===== config.mk =====
export PLATFORM = sky130hd
export DESIGN_NAME = bottom_sorter2
export DESIGN_NICKNAME = d
export VERILOG_FILES = /design/src/rtl/sorter_pkg.sv /design/src/rtl/sorter_cmp_swap.sv /design/src/rtl/bottom_sorter2.sv
export SDC_FILE = /design/constraint.sdc
export NUM_CORES = 1
export LEC_CHECK = 0
export ABC_CLOCK_PERIOD_IN_PS = 1000
export BUFFER_PORTS_ARGS = -buffer_cell sky130_fd_sc_hd__buf_4
export CORE_AREA = 2 2 39 41
export CTS_CLUSTER_DIAMETER = 30
export DETAILED_ROUTE_END_ITERATION = 8
export DIE_AREA = 0 0 41 43
export PLACE_DENSITY = 0.67
export SYNTH_ARGS = -nofsm -noshare
export SYNTH_HDL_FRONTEND = slang
export SYNTH_SLANG_ARGS = --single-unit

===== constraint.sdc =====
create_clock -name clk -period 1 [get_ports clk]
set_clock_uncertainty 0.1 [all_clocks]
set_input_delay 0.2 -clock clk [delete_from_list [all_inputs] [get_ports clk]]
set_output_delay 0.2 -clock clk [all_outputs]
set_load 0.005 [all_outputs]

===== src/rtl/sorter_pkg.sv =====
// Shared types and helpers for the compare-exchange sorter cells.
package sorter_pkg;

    localparam int unsigned SORT_WIDTH_DEFAULT = 4;
    localparam int unsigned SORT_WIDTH_MAX     = 32;

    typedef logic [SORT_WIDTH_DEFAULT-1:0] sort_word_t;

    // Unsigned magnitude compare; callers zero-extend narrower words.
    function automatic logic cmp_gt(input logic [SORT_WIDTH_MAX-1:0] a,
                                    input logic [SORT_WIDTH_MAX-1:0] b);
        return a > b;
    endfunction

endpackage


===== src/rtl/sorter_cmp_swap.sv =====
// Combinational compare-exchange: lo_c/hi_c hold the ordered pair, swap_c flags an exchange.
// Ties keep the operand order (lo_c = a, hi_c = b).
module sorter_cmp_swap
    import sorter_pkg::*;
#(
    parameter int unsigned WIDTH = SORT_WIDTH_DEFAULT
) (
    input  logic [WIDTH-1:0] a,
    input  logic [WIDTH-1:0] b,
    output logic [WIDTH-1:0] lo_c,
    output logic [WIDTH-1:0] hi_c,
    output logic             swap_c
);

    always_comb begin
        swap_c = cmp_gt(SORT_WIDTH_MAX'(a), SORT_WIDTH_MAX'(b));
        lo_c   = swap_c ? b : a;
        hi_c   = swap_c ? a : b;
    end

endmodule


===== src/rtl/bottom_sorter2.sv =====
// Registered two-input compare-exchange stage, last cell of the sorter chain.
// Optional BOTTOM_SORTER_SWAP_FLAG_EN adds the registered 'swapped' output.
module bottom_sorter2
    import sorter_pkg::*;
#(
    parameter int unsigned WIDTH      = SORT_WIDTH_DEFAULT,
    parameter bit          DESCENDING = 1'b0
) (
    input  logic             clk,
    input  logic             rst_n,
    input  logic [WIDTH-1:0] i1,
    input  logic [WIDTH-1:0] i2,
`ifdef BOTTOM_SORTER_SWAP_FLAG_EN
    output logic             swapped,
`endif
    output logic [WIDTH-1:0] o1,
    output logic [WIDTH-1:0] o2
);

    logic [WIDTH-1:0] a_c;
    logic [WIDTH-1:0] b_c;
    logic [WIDTH-1:0] lo_c;
    logic [WIDTH-1:0] hi_c;
    logic             swap_c;
    logic [WIDTH-1:0] o1_nxt_c;
    logic [WIDTH-1:0] o2_nxt_c;

    // Descending mode feeds the operands reversed so the cell's swap bit and
    // tie behaviour (i1 stays in o1) carry over unchanged.
    always_comb begin
        a_c = DESCENDING ? i2 : i1;
        b_c = DESCENDING ? i1 : i2;
    end

    sorter_cmp_swap #(
        .WIDTH (WIDTH)
    ) u_cmp_swap (
        .a      (a_c),
        .b      (b_c),
        .lo_c   (lo_c),
        .hi_c   (hi_c),
        .swap_c (swap_c)
    );

    always_comb begin
        o1_nxt_c = DESCENDING ? hi_c : lo_c;
        o2_nxt_c = DESCENDING ? lo_c : hi_c;
    end

    always_ff @(posedge clk or negedge rst_n) begin
        if (!rst_n) begin
            o1 <= '0;
            o2 <= '0;
        end else begin
            o1 <= o1_nxt_c;
            o2 <= o2_nxt_c;
        end
    end

`ifdef BOTTOM_SORTER_SWAP_FLAG_EN
    always_ff @(posedge clk or negedge rst_n) begin
        if (!rst_n) begin
            swapped <= 1'b0;
        end else begin
            swapped <= swap_c;
        end
    end
`else
    logic unused_swap_c;
    assign unused_swap_c = swap_c;
`endif

endmodule


== Word level (Yosys, flattened, before mapping) ==
Index checks and enable logic that the tools add are counted.

* Register bits after elaboration: 8
* Input port bits: 10
* Word-level logic and storage cells: 5

* $lt $le $gt $ge: 1
* Mux-type cells: 2

{| class="wikitable"
|+ Operators with widths
! cell !! number
|-
| $mux 4 || 2
|-
| $gt 4x4->1 || 1
|}

== Logic depth before layout (Yosys ltp) ==
Gate-level depths: netlist of the first run.

* Depth in word-level cells: 2
* Depth in mapped cells: 6
* Mapped depth without buffers: 6

== Hierarchy ==
Synthesis of the first run repeated with hierarchy kept, for this count alone.

* Cells, all modules: 29
* Area total of the unflattened synthesis: 405.4 um^2

{| class="wikitable"
|+ Modules (own cells, without submodules)
! module !! instances !! cells an instance !! area an instance (um^2)
|-
| sorter_cmp_swap || 1 || 21 || 205.2
|-
| bottom_sorter2 || 1 || 8 || 200.2
|}

== Worst setup path after synthesis of the first run ==
No wires, ideal clock.

* Path type: input -> register
* From: in i2[1]
* To: reg o1[0]
* Setup time: 0.125 ns
* Data arrival time: 1.320 ns
* Data required time: 0.775 ns
* Slack: -0.545 ns
* Cell stages on the path: 6
* Path through: inv_1 ha_1 nor2b_2 o211ai_2 a21oi_4 mux2_2

* Word-level cells in the longest chain between the ends: 2

{| class="wikitable"
|+ RTL lines
! element !! RTL line !! text
|-
| start, declared || bottom_sorter2.sv:12 || <nowiki>input logic [WIDTH-1:0] i2,</nowiki>
|-
| $gt 4x4->1 || sorter_pkg.sv:12 || <nowiki>return a > b;</nowiki>
|-
| $mux 4 || sorter_cmp_swap.sv:17 || <nowiki>lo_c = swap_c ? b : a;</nowiki>
|-
| via lo_c[0] || bottom_sorter2.sv:22 || <nowiki>logic [WIDTH-1:0] lo_c;</nowiki>
|-
| end signal, assigned || bottom_sorter2.sv:55 || <nowiki>o1 <= o1_nxt_c;</nowiki>
|-
| end, declared || bottom_sorter2.sv:16 || <nowiki>output logic [WIDTH-1:0] o1,</nowiki>
|}

The timed path passes the listed nets, and every way through them passes these cells.

== Final worst setup path of the first run ==
* From: in i1[2]
* To: reg o1[0]

* Word-level cells in the longest chain between the ends: 2

{| class="wikitable"
|+ RTL lines
! element !! RTL line !! text
|-
| start, declared || bottom_sorter2.sv:11 || <nowiki>input logic [WIDTH-1:0] i1,</nowiki>
|-
| $gt 4x4->1 || sorter_pkg.sv:12 ||
|-
| $mux 4 || sorter_cmp_swap.sv:17 ||
|-
| via lo_c[0] || bottom_sorter2.sv:22 ||
|}

The timed path passes the listed nets, and every way through them passes these cells.

==> results by stage, run 1 <==
Route:
- The total via count in the routed design is 326.
- Dividing the detail-routed wire length by the instance count gives 12.1 µm.
- Using the TritonRoute via totals, the vias-per-cell ratio works out to 4.41.
- Wires add up to 898 µm.
- The number of antenna-violating nets in the routed design is 0.
- The first routing iteration left 0 violations.
- The post-detailed-route DRC marker count is 0.
- For this run, the detailed router's first-pass iteration total came to 1.

Hold path:
- The worst min-delay path category is input port to flop.
- In this run the most critical hold path is launched from i1[2].

Final layout:
- The multi-input combinational cells in the finished layout cover a total of 251 µm².
- The commonest non-fill, non-tap cell in the layout is buf_4.
- Compared with the post-synthesis result, the final layout area differs by 88.9%.
- The library cells used most frequently in the layout, excluding fill and tap cells, are 14 x buf_4, 9 x buf_6, 8 x mux2_4, 8 x dfrtp_1.
- The combined flip-flop and latch cell area is 200 µm².
- The number of filler cells placed in the layout is 112.
- The final instance area is 768 µm².
- In the final layout, the share of cells above drive strength 1 is 72.4%.
- The net count of the finished layout is 74.
- Leaving out filler cells and counting taps, the final layout contains 74.
- The number of diodes is 0.
- Cells fill 55.5% of the core in the end.

Yosys:
- The basic-gate share of the synthesized area counting and, or, nand and nor cells is 4.31%.
- Counting distinct cell types in the post-synthesis netlist gives 10.
- The number of nets in the synthesized netlist is 43.
- The average size of a mapped cell is 14.0 µm².
- The post-synthesis instance area is 407 µm².
- By area the synthesized netlist is led by dfrtp_1 49%, mux2_2 17%, ha_1 12%.
- Multiplexer cells account for 22.2% of the synthesized area.
- The number of storage elements in the synthesis netlist is 8.
- By area, the combinational part of the netlist is dominated by multiplexers.
- The sequential area share after synthesis is 49.2%.
- The proportion of netlist area held by the largest area contributor is 49.2%.
- dfrtp_1 takes more of the synthesized area than any other cell.
- The xor and xnor fraction of the mapped netlist area is 0%.
- Summing the areas of all fa, ha and maj instances in the mapped netlist gives 12.3% of the synthesized area.
- The count of warnings emitted by yosys is 0.
- The synthesized netlist devotes 8.31% of its cell area to compound gates.
- In the synthesized netlist, the number of instances is 29.

Timing:
- The final worst setup slack is -0.376 ns.
- The final worst-path cycle share is 138%.
- For this run, the top clock speed supported by timing is 727 MHz.
- Setup repair after global routing could not meet its margin everywhere.
- For the pin with the worst max-slew slack, the measured transition is 0.245 ns.
- The max-slew headroom at the worst pin is 83.7%.
- The max-slew violation count is 0.
- The final-report hold violation count is 0.
- The shortest period the worst path allows is 1.38 ns.
- Setup violations remaining at the end of the flow were counted as 16.

Pwr:
- The total power divided by cell area is 1270 nW/µm².
- The highest ir drop seen on vdd is 434 µV.
- In this run the static leakage power is 0.385 nW.

Global routing:
- The via count of the first global-routing pass is 357.
- Entering global routing, the biggest net connects 9 pins.
- The first-pass GRT wire length is 1390 µm.
- The overall track demand over capacity in global routing is 12.4%.
- The number of antenna violations at the first check in global routing came to 0.
- The overflow left after global routing is 0.

Clock tree:
- The clock-pin slew on the worst setup and hold paths is 0.05 ns.
- The number of clock buffers added by TritonCTS is 3.
- For this design, the sink count on the clock tree is 8.
- The longest clock path from root to sink contains 2 buffers.
- In this run the clock root is driven by a clkbuf_4.
- The total number of H-tree levels is 1.
- TritonCTS built the clock tree.

Critical path:
- In this run the worst setup path begins at i1[2].
- The maximum fanout along the worst path is 8.
- Walking the worst path, the cells encountered are buf_4 > ha_1 > and4_1 > a21oi_4 > buf_12 > mux2_4.
- On the critical path, the stage with the largest delay is an instance of ha_1.
- The signal arrival time at the worst endpoint is 1.40 ns.
- The worst setup path is captured at a flop.
- The cell family with the largest share of critical-path delay is adder cells.
- The data required time of the worst path is 1.03 ns.
- The critical path in this run is classified as input port to flop.
- For this run, the slowest stage of the critical path takes 0.31 ns.
- STA classifies the critical path startpoint as an input port.
- The number of buffers and inverters on the critical path is 2.

Floorplan:
- The effective utilization at floorplan is 29.4%.
- The die covers 1760 µm².
- The die width is 41 µm.
- The y dimension of the die is 43 µm.
- The core outline area is 1380 µm².
- The boundary pin count is 18.
- The standard-cell row count is 14.

Place:
- The cell total after placement is 69.
- The total cell area at the placement stage is 648 µm².
- The post-DP HPWL is 587 µm.
- In this run the tool buffered the top-level ports with 17 buffer cells.
- The congestion estimate from routability-driven global placement came to 0.691.

Outcome:
- The flow ran to the end, but the final reports show violations.
- The checks that failed: setup timing.

Flow run:
- Max-cap violations in this run came to 0.
==> power by group <==
part | leakage (nW) | switching (mW) | internal (mW)
registers | 0.0932 | 0.0200 | 0.363
clock network | 0.0138 | 0.103 | 0.137
logic | 0.278 | 0.112 | 0.238
==> synthesized netlist by cell type <==
master    count
dfrtp_1       8
mux2_2        6
ha_1          4
inv_1         4
mux2_1        2
a21oi_1       1
a21oi_4       1
and4_1        1
nor2b_2       1
o211ai_2      1
==> per-stage QoR <==
stage | hold WS (ns) | setup WS, ns | total power, mW | TNS [ns]
5_1_grt | 0.103 | -0.416 | 1.03 | -3.74
2_1_floorplan | -0.196 | -0.495 | 0.499 | -3.89
6_report | 0.109 | -0.376 | 0.973 | -3.19
3_5_place_dp | -0.0807 | -0.713 | 0.638 | -5.59
4_1_cts | 0.110 | -0.406 | 0.959 | -3.37
3_3_place_gp | -0.0841 | -0.697 | 0.634 | -5.51
==> cell type report <==
class / instances / share of cell area, %
clock buffer: 3 / 2.93
inverter: 4 / 2.93
multi-input combinational: 17 / 32.7
sequential: 8 / 26.1
tap: 16 / 2.61
timing repair buffer: 26 / 32.7
==> sequential cells by signal, indices dropped and copies added, names as in the netlist <==
name  cells
o1        4
o2        4
==> path summary, 6_finish.rpt <==
check / to / slack (ns) / cells after the start
max in group asynchronous: o1[0]$_DFF_PN0_ / 0.46 / 2
max: o1[0]$_DFF_PN0_ / -0.38 / 6
min in group asynchronous: o2[2]$_DFF_PN0_ / 0.22 / 2
min: o2[2]$_DFF_PN0_ / 0.11 / 2
==> cells by family (layout without fill, tap and decap cells) <==
logic type                 count (synthesis)  after routing
buffers and inverters                      4             33
muxes                                      8              8
DFF                                        8              8
adders and majority gates                  4              4
AOI/OAI and AO/OA                          3              3
and+or+nand+nor                            2              2
==> repair_timing <==
action,in CTS,in global routing
gates cloned,0,0
endpoints found under the setup margin,16,16
hold buffers,1,0
pin swaps,3,2
resized for setup,18,0
setup buffers,1,0
endpoints found under the hold margin,8,0
==> routing by layer <==
layer  vias to the layer above  GRT usage (%)  wire length [µm]  share of wire, %
met3                         2              0                22               2.4
li1                        159              -                 -                 -
met5                         -              0                 0                 0
met4                         0           10.0                19               2.1
met1                       154           10.5               284                32
met2                        11           23.8               571                64
Note: power is estimated with default switching activity, not from simulation.
==> run 2, diff against run 1 <==
- RECOVER_POWER: unset -> 100
==> run 2 against run 1 <==
Net effect:
- the run still ends with setup timing left
- worst hold slack unchanged
- critical path depth is the same
- die area stayed put
- total power is 0.18% lower
- critical path type unchanged
- largest cell class unchanged
==> results by stage, run 2 (synthesized netlist as in run 1, its figures left out) <==
Outcome:
- The flow ran to the end, but the final reports show violations.
- The checks that failed: setup timing.

Timing:
- The final-report hold violation count was 0.
- The final setup violation count is 16.
- The max-slew violation count is 0.
- Setup repair after global routing could not meet its margin everywhere.
- The final worst setup slack is -0.376 ns.
- The slew at the pin closest to its max-slew limit is 0.433 ns.
- The final sum of negative setup slack is -3.20 ns.
- The worst pin sits at a relative slew slack of 71.1%.
- The shortest period the worst path allows is 1.38 ns.
- The maximum clock frequency is 727 MHz.
- After layout, the worst path uses 138% of the clock period.

Clock tree:
- The total number of H-tree levels is 1.
- The clock sink count is 8.
- The clock tree from TritonCTS is done.
- The clock-pin slew on the worst setup and hold paths is 0.05 ns.
- The clock passes through at most 2 buffers.
- In this run, CTS created clock tree buffers numbering 3.
- The CTS root buffer is clkbuf_4.

Floorplan:
- The full die area is 1760 µm².
- The boundary pin count is 18.
- The initial utilization of the core area, before any placement, comes to 29.4%.
- The die width is 41 µm.
- In this run the core area contains 14 standard-cell rows.
- The y dimension of the die is 43 µm.
- The core region is 1380 µm².

Route:
- The number of search-and-repair iterations in the first detailed-routing pass is 1.
- The detail-routed net length per standard cell is 12.1 µm.
- The mean number of vias per cell is 4.41.
- The highest signal layer in the routed design is met4.
- After detailed routing, the wire length on met1 is 282 µm.
- The total via count in the routed design is 326.
- The wire length on met3 is 22 µm.
- The detail route stage leaves a number of antenna-violating nets equal to 0.
- After detailed routing, the number of remaining DRC violations is 0.
- Summed over all layers, the routed wires come to 896 µm.
- The first routing iteration left 0 violations.
- The total met2 wirelength after detailed routing is 571 µm.

Global routing:
- The pin count of the biggest net entering global routing is 9.
- The number of antenna violations at the first check in global routing is 0.
- The first global-routing pass estimated 1390 µm of wire.
- The total overflow left after global routing is 0.
- The via count of the first global-routing pass is 357.
- Across every metal layer, demand over resource in global routing totals 12.4%.

Critical path:
- The combined buffer and inverter count along the critical path is 2.
- The slowest stage cell on the critical path is ha_1.
- The sort of element at the start of the critical path is an input port.
- The endpoint class of the critical path is a flop.
- The largest single stage delay on the critical path is 0.31 ns.
- At the worst endpoint, the arrival time is 1.40 ns.
- The maximum fanout along the worst path is 8.
- Data on the critical path is required at its endpoint by 1.03 ns.
- The category of the most critical setup path is input port to flop.
- Among cell families on the critical path, the largest total delay comes from adder cells.
- Walking the worst path, the cells encountered are buf_4 > ha_1 > and4_1 > a21oi_4 > buf_12 > mux2_4.

Hold path:
- The worst hold path endpoint is o2[2]$_DFF_PN0_.
- The worst hold path was traced through 2 stages.
- In this run the most critical hold path is launched from i1[2].
- The worst min-delay path category is input port to flop.

Flow run:
- Across the run, the number of max-cap violations was 0.

Pwr:
- For this design the static power due to leakage is 0.382 nW.
- The total power divided by cell area is 1270 nW/µm².
- The highest ir drop seen on vdd is 434 µV.

Final layout:
- The number of diodes is 0.
- The net count of the finished layout is 74.
- The library cell used most frequently in the layout, excluding fill and tap cells, is buf_4.
- The count of cells in the finished layout, fillers not included, comes to 74.
- The largest registers in the layout are o1: 4 flops, o2: 4 flops.
- The top cell types in the final layout, fill and taps aside, are 13 x buf_4, 9 x buf_6, 8 x mux2_4, 8 x dfrtp_1.
- The post-synthesis to final-layout area growth is 88.0%.
- The post-route netlist has 70.7% of its cells at a drive strength greater than 1.

Place:
- In this run the tool buffered the top-level ports with 17 buffer cells.
- After detailed placement, the design holds a cell count of 69.
- The congestion estimate from routability-driven global placement came to 0.691.
- Detailed placement ended at an HPWL of 587 µm.
[run 2: changes by cell type in the layout (fill, tap and decap cells not counted), sizes merged]
cell | before | now
buf | 25 | 24
clkbuf | 3 | 4
[run 2: metal layers]
layer  global-route usage (%)  vias up
li1                         -      159
met1                     10.5      154
met2                     23.8       11
met3                        0        2
met4                     10.0        0
met5                        0        -
[run 2: worst max path at each step]
| stage | from | to | slack [ns] | depth (start not counted) |
|---|---|---|---|---|
| 2_1_floorplan | i2[1] | o1[0]$_DFF_PN0_ | -0.49 | 6 |
| 3_3_place_gp | i2[1] | o1[0]$_DFF_PN0_ | -0.70 | 7 |
| 3_5_place_dp | i2[1] | o1[2]$_DFF_PN0_ | -0.71 | 7 |
| 4_1_cts | i2[1] | o1[2]$_DFF_PN0_ | -0.41 | 8 |
| 5_1_grt | i2[1] | o1[3]$_DFF_PN0_ | -0.42 | 8 |
| 6_report | i1[2] | o1[0]$_DFF_PN0_ | -0.38 | 6 |
[run 2: final cells by class]
cell class	instances	area [µm²]
tap	16	20.0
multi-input combinational	17	251
sequential	8	200
timing repair buffer	26	248
fill	113	619
inverter	4	22.5
clock buffer	3	22.5
[run 2: through the flow]
stage	hold WS (ns)	worst slack, ns	total power [mW]	utilization (%)	cell area [µm²]
floorplan	-0.196	-0.495	0.499	-	448
global placement	-0.0841	-0.697	0.634	46.8	648
detailed placement	-0.0807	-0.713	0.638	46.8	648
CTS	0.110	-0.406	0.959	55.5	768
global route	0.103	-0.416	1.03	55.2	764
finish	0.109	-0.376	0.972	55.2	764
[run 2: repair_timing]
action | CTS | global route
hold buffers | 1 | 0
buffers inserted | 1 | 0
endpoints found under the setup margin | 16 | 16
gates resized for setup | 18 | 0
hold endpoints to repair | 8 | 0
pin swaps | 3 | 2
[run 2: power by group]
| group | total (mW) | leakage [nW] | switching (mW) | internal (mW) |
|---|---|---|---|---|
| sequential | 0.383 | 0.0932 | 0.0201 | 0.363 |
| clock | 0.240 | 0.0138 | 0.103 | 0.137 |
| combinational | 0.348 | 0.275 | 0.112 | 0.237 |
| total | 0.972 | 0.382 | 0.235 | 0.737 |
==> run 3, diff against run 2 <==
- CORE_AREA: 2 2 39 41 -> unset
- CORE_MARGIN: unset -> 2
- CORE_UTILIZATION: unset -> 30
- DIE_AREA: 0 0 41 43 -> unset
- PLACE_DENSITY: 0.67 -> 0.66
==> run 3 against run 2 <==
Net effect:
- the flow still finishes with violations (setup timing)
- cell count is 1.4% lower
- utilization grew 4.3 points
- sequential power about the same
- critical path depth is 2 higher
- first-iteration DRC count grew 2
- sequential share of layout area about the same
- die area fell by 5.5%
- combinational power is 1% higher
- cell area grew 0.16%
- worst hold slack improved by 0.0020 ns
==> results by stage, run 3 (synthesized netlist as in run 1, its figures left out) <==
Global routing:
- The pin count of the biggest net entering global routing is 9.
- The number of antenna violations at the first check in global routing is 0.
- The via count of the first global-routing pass came to 317.
- The overflow left after global routing is 0.
- The overall track demand over capacity in global routing is 12.5%.
- The first global-routing pass estimated 1300 µm of wire.

Route:
- The post-detailed-route DRC marker count is 0.
- The detail-routed net length per standard cell is 11.3 µm.
- The number of search-and-repair iterations in the first detailed-routing pass is 2.
- The detail route stage leaves a number of antenna-violating nets equal to 0.
- The total length of routed wires is 822 µm.
- In the routed layout, each cell is associated on average with a via count of 4.38.
- The first routing iteration left 2 violations.
- The total via count in the routed design is 320.

Flow run:
- Max-cap violations in this run came to 0.

Final layout:
- In the final layout, the share of cells above drive strength 1 is 72.4%.
- 0 antenna diodes ended up in the layout.
- The multi-input combinational cells in the finished layout cover a total of 254 µm².
- The utilization of the core after routing is 59.6%.
- The largest registers in the layout are o1: 4 flops, o2: 4 flops.
- The post-synthesis to final-layout area growth is 88.3%.
- After the last flow step, the layout net total stands at 74.
- Leaving out fill and tap cells, the most frequent cell in the layout is buf_4.
- The layout has 101 filler cells.
- The combined flip-flop and latch cell area is 200 µm².
- The library cells used most frequently in the layout, excluding fill and tap cells, are 13 x buf_4, 9 x buf_6, 8 x mux2_4, 8 x dfrtp_1.

Timing:
- The max-slew headroom at the worst pin is 73.2%.
- The shortest period the worst path allows is 1.37 ns.
- The final worst setup slack is -0.368 ns.
- The final-report hold violation count was 0.
- Timing would allow up to 731 MHz.
- Setup repair after global routing could not meet its margin everywhere.
- The slew at the pin closest to its max-slew limit is 0.402 ns.
- In the finished design, the share of the clock period the worst path needs comes to 137%.
- Setup violations remaining at the end of the flow were counted as 16.
- The max-slew violation count is 0.

Floorplan:
- The die width is 40.8 µm.
- For this design the top-level I/O count stands at 18.
- Row generation in the floorplan step produced 13 rows.
- The full die area is 1670 µm².
- The y dimension of the die is 40.8 µm.
- Once the floorplan was initialized, standard cells occupied 31.6% of the core.
- The core region is 1280 µm².

Place:
- The congestion estimate from routability-driven global placement came to 0.666.
- The port buffer count is 17.
- The pre-CTS setup slack is -0.717 ns.
- Summed over all nets, the half-perimeter wirelength after detailed placement is 657 µm.

Hold path:
- The worst hold path terminates at o2[2]$_DFF_PN0_.
- The startpoint of the worst hold path is i1[2].
- The min-delay analysis places its worst path in the category input port to flop.
- The number of cells traversed by the worst hold path is 2.

Pwr:
- For this design the ratio of total power to cell area is 1270 nW/µm².
- The highest ir drop seen on vdd is 444 µV.
- Summed over all cells, the static leakage comes to 0.383 nW.

Critical path:
- The endpoint class of the critical path is a flop.
- Of all nets on the critical path, the largest fanout is 8.
- The critical path is of the input port to flop type.
- The data required time of the worst path is 1.03 ns.
- The worst setup path is launched from an input port.
- Data on the critical path arrives at its endpoint at 1.40 ns.

Clock tree:
- The number of buffers inserted during clock tree synthesis is 3.
- The clock-pin slew on the worst setup and hold paths is 0.05 ns.
- Counting along the longest clock path gives a buffer depth of 2.
- TritonCTS built the clock tree.
- In this run the clock root is driven by a clkbuf_4.
- In this run the number of H-tree levels came out at 1.
- The clock sink count is 8.

Outcome:
- The checks that failed: setup timing.
- The run finished, with violations left.
## run 3: worst max-delay path, stage by stage
cell,delay [ns]
buf_8,0.09
inv_8,0.03
ha_4,0.25
nor2b_4,0.13
o211ai_2,0.10
a21oi_4,0.15
buf_12,0.15
mux2_4,0.30
## run 3: area by class of cell
cell class,count,area share [%]
Clock buffer,3,2.94
Inverter,4,2.94
Multi-Input combinational cell,17,33.2
Sequential cell,8,26.1
Tap cell,15,2.45
Timing Repair Buffer,26,32.4
## run 3: worst max-delay path by stage
stage / start / to / slack [ns] / cells past startpoint
after floorplan: i2[1] / o1[0]$_DFF_PN0_ / -0.49 / 6
after global placement: i2[1] / o1[3]$_DFF_PN0_ / -0.69 / 7
after detailed placement: i2[1] / o1[0]$_DFF_PN0_ / -0.72 / 7
after CTS: i2[1] / o1[0]$_DFF_PN0_ / -0.39 / 8
after global routing: i2[1] / o2[1]$_DFF_PN0_ / -0.38 / 8
final: i2[1] / o2[1]$_DFF_PN0_ / -0.37 / 8
## run 3: repair_timing
item	CTS	global route
endpoints found under the hold margin	8	0
gates resized for setup	18	1
pin swaps	3	2
endpoints found under the setup margin	16	16
setup buffers	1	0
hold buffers	1	0
## run 3: routing by layer
layer / vias up / part of all wire, % / GRT usage [%]
li1: 160 / - / -
met1: 148 / 38 / 11.8
met2: 12 / 55 / 22.3
met4: 0 / 0 / 10.0
met5: - / 0 / 0
met3: 0 / 6.2 / 3.26
## run 3: where the power goes
group | internal [mW] | switching, mW
combinational | 0.240 | 0.111
sequential | 0.363 | 0.0172
clock | 0.137 | 0.103
## run 3: per-stage QoR
step	area (µm²)	total power, mW	hold slack (ns)	setup TNS, ns	instances
after global routing	766	1.03	0.105	-3.50	73
final	766	0.973	0.111	-3.12	73
after floorplan	448	0.499	-0.196	-3.89	29
after global placement	647	0.635	-0.0833	-5.43	68
after CTS	767	0.985	0.0987	-3.43	73
after detailed placement	647	0.642	-0.0796	-5.64	68
